--- config.mk ---
export PLATFORM = sky130hd
export DESIGN_NAME = instr_fetch
export DESIGN_NICKNAME = d
export VERILOG_FILES = /design/src/rtl/mips_pkg.sv /design/src/rtl/fetch_fifo.sv /design/src/rtl/instr_fetch.sv
export SDC_FILE = /design/constraint.sdc
export NUM_CORES = 1
export LEC_CHECK = 0
export CAP_MARGIN = 20
export CORE_MARGIN = 8
export CORE_UTILIZATION = 40
export CTS_BUF_LIST = sky130_fd_sc_hd__clkbuf_16
export CTS_CLUSTER_SIZE = 16
export DETAILED_ROUTE_END_ITERATION = 8
export PLACE_DENSITY = 0.69
export SLEW_MARGIN = 20
export SYNTH_ARGS = -nofsm -noshare
export SYNTH_HDL_FRONTEND = slang
export SYNTH_HIERARCHICAL = 1
export SYNTH_SLANG_ARGS = --single-unit
--- constraint.sdc ---
create_clock -name clk -period 5.2 [get_ports clk]
set_input_delay 0.52 -clock clk [delete_from_list [all_inputs] [get_ports clk]]
set_output_delay 0.52 -clock clk [all_outputs]
set_load 0.02 [all_outputs]
--- src/rtl/mips_pkg.sv ---
// Shared widths and the fetch buffer entry type for the MIPS front end.
package mips_pkg;

   localparam int INSTR_W = 32;
   localparam int ADDR_W  = 32;

   localparam logic [INSTR_W-1:0] NOP_INSTR = 32'h0000_0000;

   typedef struct packed {
      logic [ADDR_W-1:0]  pc;
      logic [INSTR_W-1:0] instr;
   } fetch_entry_t;

endpackage

--- src/rtl/fetch_fifo.sv ---
// Small synchronous FIFO holding fetched {pc, instr} pairs; flush empties it in one cycle.
module fetch_fifo
   import mips_pkg::*;
#(
   parameter  int DEPTH = 2,
   localparam int PW    = $clog2(DEPTH),
   localparam int CW    = PW + 1
) (
   input  logic         clk,
   input  logic         i_reset,
   input  logic         i_flush,
   input  logic         i_push,
   input  fetch_entry_t i_push_data,
   input  logic         i_pop,
   output logic [CW-1:0] o_count,
   output fetch_entry_t o_head
);

   fetch_entry_t  r_mem [DEPTH];
   logic [PW-1:0] r_wr_ptr;
   logic [PW-1:0] r_rd_ptr;
   logic [CW-1:0] r_count;
   logic          w_pop;
   logic          w_push;

   assign w_pop  = i_pop && (r_count != '0);
   assign w_push = i_push && !i_flush;

   always_ff @(posedge clk) begin
      if (w_push) begin
         r_mem[r_wr_ptr] <= i_push_data;
      end
   end

   // Pointers wrap naturally because DEPTH is a power of two.
   always_ff @(posedge clk) begin
      if (i_reset || i_flush) begin
         r_wr_ptr <= '0;
         r_rd_ptr <= '0;
         r_count  <= '0;
      end else begin
         if (w_push) begin
            r_wr_ptr <= r_wr_ptr + 1'b1;
         end
         if (w_pop) begin
            r_rd_ptr <= r_rd_ptr + 1'b1;
         end
         case ({w_push, w_pop})
            2'b10:   r_count <= r_count + 1'b1;
            2'b01:   r_count <= r_count - 1'b1;
            default: r_count <= r_count;
         endcase
      end
   end

   assign o_count = r_count;
   assign o_head  = r_mem[r_rd_ptr];

endmodule

--- src/rtl/instr_fetch.sv ---
// Fetch stage: owns the PC, issues reads to a 1-cycle-latency imem and buffers
// returned words for the decoder; redirects flush all wrong-path work.
module instr_fetch
   import mips_pkg::*;
#(
   parameter logic [ADDR_W-1:0] RESET_PC   = 32'h0000_0000,
   parameter int                FIFO_DEPTH = 2
) (
   input  logic               clk,
   input  logic               reset,
   output logic               imem_req,
   output logic [ADDR_W-1:0]  imem_addr,
   input  logic [INSTR_W-1:0] imem_rdata,
   input  logic               redirect_valid,
   input  logic [ADDR_W-1:0]  redirect_pc,
   output logic               instr_valid,
   input  logic               instr_ready,
   output logic [INSTR_W-1:0] instr,
   output logic [ADDR_W-1:0]  instr_pc
);

   localparam int CW = $clog2(FIFO_DEPTH) + 1;

   logic [ADDR_W-1:0] r_pc;
   logic [ADDR_W-1:0] r_issued_pc;
   logic              r_inflight;
   logic              r_squash;

   logic [CW-1:0]     w_count;
   logic [CW:0]       w_credit;
   logic              w_pop;
   logic              w_push;
   fetch_entry_t      w_push_entry;
   fetch_entry_t      w_head;

   assign instr_valid = (w_count != '0);
   assign w_pop       = instr_valid && instr_ready;

   // Outstanding work (buffered + in flight) after this cycle's pop must leave room.
   assign w_credit = {1'b0, w_count} + {{CW{1'b0}}, r_inflight} - {{CW{1'b0}}, w_pop};
   assign imem_req = !reset && !redirect_valid && (w_credit < (CW+1)'(FIFO_DEPTH));
   assign imem_addr = r_pc;

   assign w_push             = r_inflight && !r_squash && !redirect_valid;
   assign w_push_entry.pc    = r_issued_pc;
   assign w_push_entry.instr = imem_rdata;

   always_ff @(posedge clk) begin
      if (reset) begin
         r_pc        <= RESET_PC;
         r_issued_pc <= '0;
         r_inflight  <= 1'b0;
         r_squash    <= 1'b0;
      end else if (redirect_valid) begin
         r_pc       <= {redirect_pc[ADDR_W-1:2], 2'b00};
         r_inflight <= 1'b0;
         r_squash   <= 1'b0;
      end else begin
         r_inflight <= imem_req;
         if (imem_req) begin
            r_pc        <= r_pc + ADDR_W'(4);
            r_issued_pc <= r_pc;
         end
      end
   end

   fetch_fifo #(
      .DEPTH (FIFO_DEPTH)
   ) u_fifo (
      .clk         (clk),
      .i_reset     (reset),
      .i_flush     (redirect_valid),
      .i_push      (w_push),
      .i_push_data (w_push_entry),
      .i_pop       (w_pop),
      .o_count     (w_count),
      .o_head      (w_head)
   );

   // Empty buffer presents a NOP at PC 0 rather than stale storage.
   assign instr    = instr_valid ? w_head.instr : NOP_INSTR;
   assign instr_pc = instr_valid ? w_head.pc    : '0;

endmodule

Yosys cells after proc, flatten, opt, wreduce, memory -nomap -nowiden

Memories as Yosys holds them, arrays and structs flattened. A register that Yosys moved wholly into a read port is not among the register bits.
Index checks and enable logic that the tools add are counted.
W data, S select, Z words.

Register bits: 69
Memory bits (writable): 128
Bits of input ports: 68
Output and inout port bits: 98
Logic and storage cells: 42
Memories: 1

Add/subtract/negate cells: 7
Magnitude comparators: 1
Equality and inequality tests: 2
Multiplexer cells: 9
Bitwise operators: 1
Reduce and logical (&&, ||, !) cells: 14

Memories:

| name         | words | bits a word | read ports | clocked after Yosys merged registers in | wr ports | line             | text |
|---|---|---|---|---|---|---|---|
| u_fifo.r_mem | 2     | 64          | 1          | 1                                       | 1        | fetch_fifo.sv:19 | `fetch_entry_t r_mem [DEPTH];` |

Operator list:

| kind                    | number |
|---|---|
| $mux W32                | 4 |
| $add A32 B3 Y32 const B | 1 |
| $logic_and A1 B1 Y1     | 6 |
| $reduce_bool A2 Y1      | 3 |
| $mux W1                 | 4 |
| $pmux W2 S2             | 1 |
| $add A2 B1 Y3           | 1 |
| $lt A3 B2 Y1 const B    | 1 |
| $sub A3 B1 Y3           | 1 |
| $add A1 B1 Y1 const B   | 2 |
| $add A2 B1 Y2 const B   | 1 |
| $eq A2 B1 Y1 const B    | 1 |
| $eq A2 B2 Y1 const B    | 1 |
| $logic_not A1 Y1        | 2 |
| $reduce_and A2 Y1       | 1 |
| $reduce_or A2 Y1        | 1 |
| $sub A2 B1 Y2 const B   | 1 |
| $logic_or A1 B1 Y1      | 1 |
| $not A1 Y1              | 1 |

Logic depth before layout (Yosys ltp)

Depth after elaboration: 7
Depth in mapped cells: 12
Depth with buffers taken out: 10

By module

Netlist, hierarchy kept.

Modules (own cells, without submodules):

| module      | times used | cells an instance | area an instance (um^2) | sequential area each (um^2) |
|---|---|---|---|---|
| fetch_fifo  | 1          | 221               | 4810.9                  | 3943.8 |
| instr_fetch | 1          | 460               | 3579.7                  | 1221.2 |

Least setup slack after synthesis

Ideal clock, no wire load.

Path kind: in2reg
Start: in redirect_valid
End: mem u_fifo/r_mem[0][0] in the netlist's numbering, enable pin
Library setup time: 486 ps
Arrival time: 3865 ps
Data required time: 4714 ps
Path slack: 848 ps
Stages on the path: 5
Buffers on the path: 2
Cell sequence: clkbuf_1 > clkbuf_1 > nor2b_1 > nand2b_1 > nor2_1

Longest elaborated chain between the ends: 5

RTL lines:

| what                          | line              | text |
|---|---|---|
| from (decl)                   | instr_fetch.sv:14 | `input logic redirect_valid,` |
| $logic_not A1 Y1              | instr_fetch.sv:44 | `assign w_push = r_inflight && !r_squash && !redirect_valid;` |
| $logic_and A1 B1 Y1           | instr_fetch.sv:44 |  |
| via w_push                    | instr_fetch.sv:32 | `logic w_push;` |
| $logic_and A1 B1 Y1           | fetch_fifo.sv:27  | `assign w_push = i_push && !i_flush;` |
| $mux W1                       | fetch_fifo.sv:30  | `if (w_push) begin` |
| $mux W1 (not written as such) | fetch_fifo.sv:31  | `r_mem[r_wr_ptr] <= i_push_data;` |
| to (decl)                     | fetch_fifo.sv:19  |  |

The timed path passes the listed nets, and every way through them passes these cells.

Worst setup path after layout

Start: reg u_fifo.r_count[1] (netlist: u_fifo/o_count[1])
End: out imem_req

Longest elaborated chain between the ends: 5
Elaborated cells on any way between the ends: 6
Those cells by class: add/sub: 2; order compare: 1; reduce/logical: 3

RTL lines:

| what                   | line              | text |
|---|---|---|
| from (decl)            | fetch_fifo.sv:22  | `logic [CW-1:0] r_count;` |
| from (signal assigned) | fetch_fifo.sv:49  | `2'b10: r_count <= r_count + 1'b1;` |
| from (signal assigned) | fetch_fifo.sv:50  | `2'b01: r_count <= r_count - 1'b1;` |
| from (signal assigned) | fetch_fifo.sv:51  | `default: r_count <= r_count;` |
| $reduce_bool A2 Y1     | instr_fetch.sv:36 | `assign instr_valid = (w_count != '0);` |
| $logic_and A1 B1 Y1    | instr_fetch.sv:37 | `assign w_pop = instr_valid && instr_ready;` |
| via w_pop              | instr_fetch.sv:31 | `logic w_pop;` |
| $sub A3 B1 Y3          | instr_fetch.sv:40 | `assign w_credit = {1'b0, w_count} + {{CW{1'b0}}, r_inflight} - {{CW{1'b0}}, w_pop};` |
| $lt A3 B2 Y1           | instr_fetch.sv:41 | `assign imem_req = !reset && !redirect_valid && (w_credit < (CW+1)'(FIFO_DEPTH));` |
| $logic_and A1 B1 Y1    | instr_fetch.sv:41 |  |
| to (decl)              | instr_fetch.sv:11 | `output logic imem_req,` |

The timed path passes the listed nets, and every way through them passes these cells.

==> metrics.md <==
| Metric | Value |
|---|---|
| Status | `complete, no violations` |
| Row cnt | `53` |
| Routed wire per std cell | `17.53 um` |
| VDD IR-drop max | `0.2069 mV` |
| Total number of vias | `5762` |
| Layout cells sized above 1 | `0.1379` |
| Layout Nets | `900` |
| Die area | `25870 um^2` |
| Largest net degree at the start of global routing | `66` |
| Unrepaired setup endpoints after global routing | `no` |
| First-pass GRT wire length | `31000 um` |
| Clk pwr share | `0.393` |
| Longest Clk Path Bufs | `2` |
| Die Y | `160.8 um` |
| Final core utilization | `0.5157` |
| Hold Vio Cnt, Final | `0` |
| Largest family of logic cells by synthesized area | `simple AND/OR/NAND/NOR gates` |
| Layout area overhead | `27.99%` |
| Async S/R FF share, synth | `0` |
| Initial antenna violation count | `0` |
| Post-synthesis cell area | `8391 um^2` |
| Worst EP required | `4.68 ns` |
| Post-synth EDFFs | `128` |
| Setup Fix Bufs, Post-CTS | `0` |
| Drt drc | `0` |
| Simple-gate share of the synthesized area | `0.1704` |
| Mux contribution to synthesized area | `0.08589` |
| Pint | `2.417 mW` |
| Clk_lat worst skew | `0.43 ns` |
| Core Area | `20820 um^2` |
| Fin. max-slew vios | `0` |
| Initial Utilization | `0.4030` |
| Pleak | `3.612 nW` |
| Xor/xnor share of the synthesized area | `0.01253` |
| CTS sink count | `194` |
| Place WS | `1.404 ns` |
| Syn Inst Count | `681` |
| Count of cell types in the netlist | `61` |
| Mean area per synthesized cell | `12.32 um^2` |
| Post-synthesis register bit count | `194` |
| Post-cts sizing count | `0` |
| Ports | `166` |
| Post-synthesis sequential area ratio | `0.6156` |
| Antenna Cells | `0` |
| CTS tree | `done` |
| WS Path Type | `flip-flop to output pin` |
| Vias in the first global route | `5610` |
| GPL Wtd Cong | `0.8378` |
| Final setup fails | `0` |
| Total Routing Usage GR | `0.1502` |
| Tmin final | `4.036 ns` |
| Switch Pwr | `0.7649 mW` |
| Final HPWL DP | `12750 um` |
| CP Data Arrival Time | `3.52 ns` |
| Worst hold path class | `flip-flop to flip-flop` |
| H-tree levels | `4` |
| Hold Buf Count CTS | `0` |
| TritonCTS buffer count | `17` |
| Critical path launch point type | `flip-flop` |
| Least-Margin Pin Slew | `0.9979 ns` |
| Fillers | `1857` |
| Clock transition at path regs | `0.08 ns` |
| Worst hold slack | `0.4473 ns` |
| Setup WS post-layout | `1.164 ns` |
| Most frequently used flop master after synthesis | `edfxtp_1` |
| Remaining antenna violation count after routing | `0` |
| Comb power frac | `0.069` |
| CP endpoint kind | `output pin` |
| Vias per cell | `5.163` |
| Tcrit/Tclk final | `0.7761` |
| Switching Share | `0.2404` |
| Drt pass-1 iters | `5` |
| Drt total wl | `19560 um` |
| Final Cell Area | `10740 um^2` |
| Overflow after GRT | `0` |
| Die X-Extent | `160.8 um` |
| Setup Skew | `0.009196 ns` |
| Worst slew margin | `0.3306` |
| Clock root cell | `clkbuf_16` |
| Largest fanout on the critical path | `14` |
| Max Cap Viol | `0` |
| PortBufs | `161` |
| DR iter-0 viols | `431` |
| Achievable Freq | `247.8 MHz` |
| Sum Neg Setup Slack | `0 ns` |
| Adder-cell share of the synthesized area | `0.006860` |
| Flop pwr share | `0.538` |
| Synth Area in Compound Gates | `0.07203` |
| P per Cell Area | `296.3 nW/um^2` |
| Warnings from Yosys | `6` |
| Placed cell areas | `10170 um^2` |
==> synthesized netlist by cell type, types with 2 or more instances <==
cell type  number  area, um^2
o21a_1          3       22.52
clkbuf_1       20       75.07
nand2_1        80       300.3
mux2_2         64       720.7
nand3_1        14       70.07
xnor2_1         5       43.79
buf_4           3       22.52
o21ai_0         6       30.03
o31ai_1         3       22.52
dfxtp_1        66        1321
buf_1           4       15.01
buf_2          10       50.05
buf_6           2       22.52
edfxtp_1      128        3844
and4_1          8       70.07
nand4_1        13       81.33
o211ai_1       10       75.07
xor2_1          7       61.31
o311ai_0        6       52.55
a22oi_1         2       15.01
a311oi_1        3       26.28
nor4_1          4       25.02
and3_1          3       18.77
nor4b_1         3       26.28
a31oi_1        10       62.56
a21oi_1        31       155.2
and2_1         70       437.9
nand4_2         2       25.02
nor2_1         17       63.81
or3_1          10       62.56
nor3_1          6       30.03
nor3b_1         2       15.01
or4_1          15       112.6
clkbuf_8        4       55.05
nand2b_1        4       25.02
o311a_1         3       30.03
a211oi_1        8       60.06
ha_1            3       37.54
inv_1           7       26.28
==> cells by family (layout without fill, tap and decap cells) <==
logic type	Yosys count	count (layout)
flip-flops	194	194
adder cells (fa/ha/maj)	4	4
AND/OR/NAND/NOR	260	260
other	1	6
AO/OA/AOI/OAI	91	91
buffers and inverters	55	210
multiplexers	64	64
XOR/XNOR	12	12
==> layer usage <==
layer,wire length [um],vias up,share of wire,GRT usage
met3,1281,14,0.065,0.04837
met1,8808,2770,0.45,0.1957
li1,-,2795,-,-
met5,0,-,0,0
met4,154,0,0.0079,0.03830
met2,9315,183,0.48,0.2376
==> layout by cell type (no fill, tap or decap), types with 4 or more instances in the layout <==
cell / Yosys / final
a211oi_1: 8 / 8
a21oi_1: 31 / 31
a31oi_1: 10 / 10
and2_1: 70 / 70
and4_1: 8 / 8
buf_4: 3 / 8
clkbuf_16: 0 / 17
clkdlybuf4s50_1: 0 / 160
conb_1: 1 / 6
dfxtp_1: 66 / 65
edfxtp_1: 128 / 128
inv_1: 7 / 7
inv_8: 0 / 5
mux2_2: 64 / 64
nand2_1: 80 / 80
nand2b_1: 4 / 4
nand3_1: 14 / 14
nand4_1: 13 / 13
nor2_1: 17 / 15
nor3_1: 6 / 6
nor4_1: 4 / 4
o211ai_1: 10 / 10
o21ai_0: 6 / 6
o311ai_0: 6 / 6
or3_1: 10 / 10
or4_1: 15 / 15
xnor2_1: 5 / 5
xor2_1: 7 / 7
==> final timing paths <==
kind	startpoint	cells past startpoint	slack, ns	endpoint
min reg2reg	r_issued_pc[20]	0	0.45	u_fifo/r_mem[1][52]
max	u_fifo/o_count[1]	8	1.16	imem_req
max reg2reg	u_fifo/o_count[1]	9	1.66	imem_addr[10]
min	r_issued_pc[20]	0	0.45	u_fifo/r_mem[1][52]
==> critical path, cell delays in order (launching register included) <==
cell and delay [ns]:
dfxtp_1 0.40, or2_2 0.31, and2_1 0.18, ha_1 0.26
nand2b_1 0.15, fa_1 0.87, nand3_2 0.16, inv_2 0.13
clkdlybuf4s50_1 0.61
==> metrics by stage <==
step | instances | total power [mW]
finish | 1116 | 3.182
global route | 1116 | 3.295
CTS | 1116 | 3.218
detailed placement | 1084 | 1.965
global placement | 1084 | 1.962
floorplan | 686 | 1.842
==> area by class of cell <==
type / instances / area, um^2 / share of cell area
clock inverters: 15 / 145.1 / 0.01352
well taps: 275 / 344.1 / 0.03204
clock buffers: 17 / 425.4 / 0.03961
repair buffers: 169 / 1667 / 0.1552
multi-input cells: 437 / 2955 / 0.2752
flip-flops and latches: 194 / 5169 / 0.4813
inverters: 9 / 33.78 / 0.003146
==> sequential cells by signal (all words and copies together), names as in the netlist, named ones only <==
signal,flops
u_fifo/r_wr_ptr,1
r_inflight,1
u_fifo/r_rd_ptr,1
imem_addr,30
u_fifo/o_count,2
u_fifo/r_mem,128
r_issued_pc,30
==> power groups by stage <==
stage,clock (mW),combinational [mW],sequential [mW]
after floorplan,0,0.0917,1.75
after global placement,0,0.219,1.74
after detailed placement,0,0.221,1.74
after CTS,1.29,0.223,1.71
after global routing,1.34,0.239,1.72
final,1.25,0.221,1.71
Note: power is estimated with default switching activity, not from simulation.
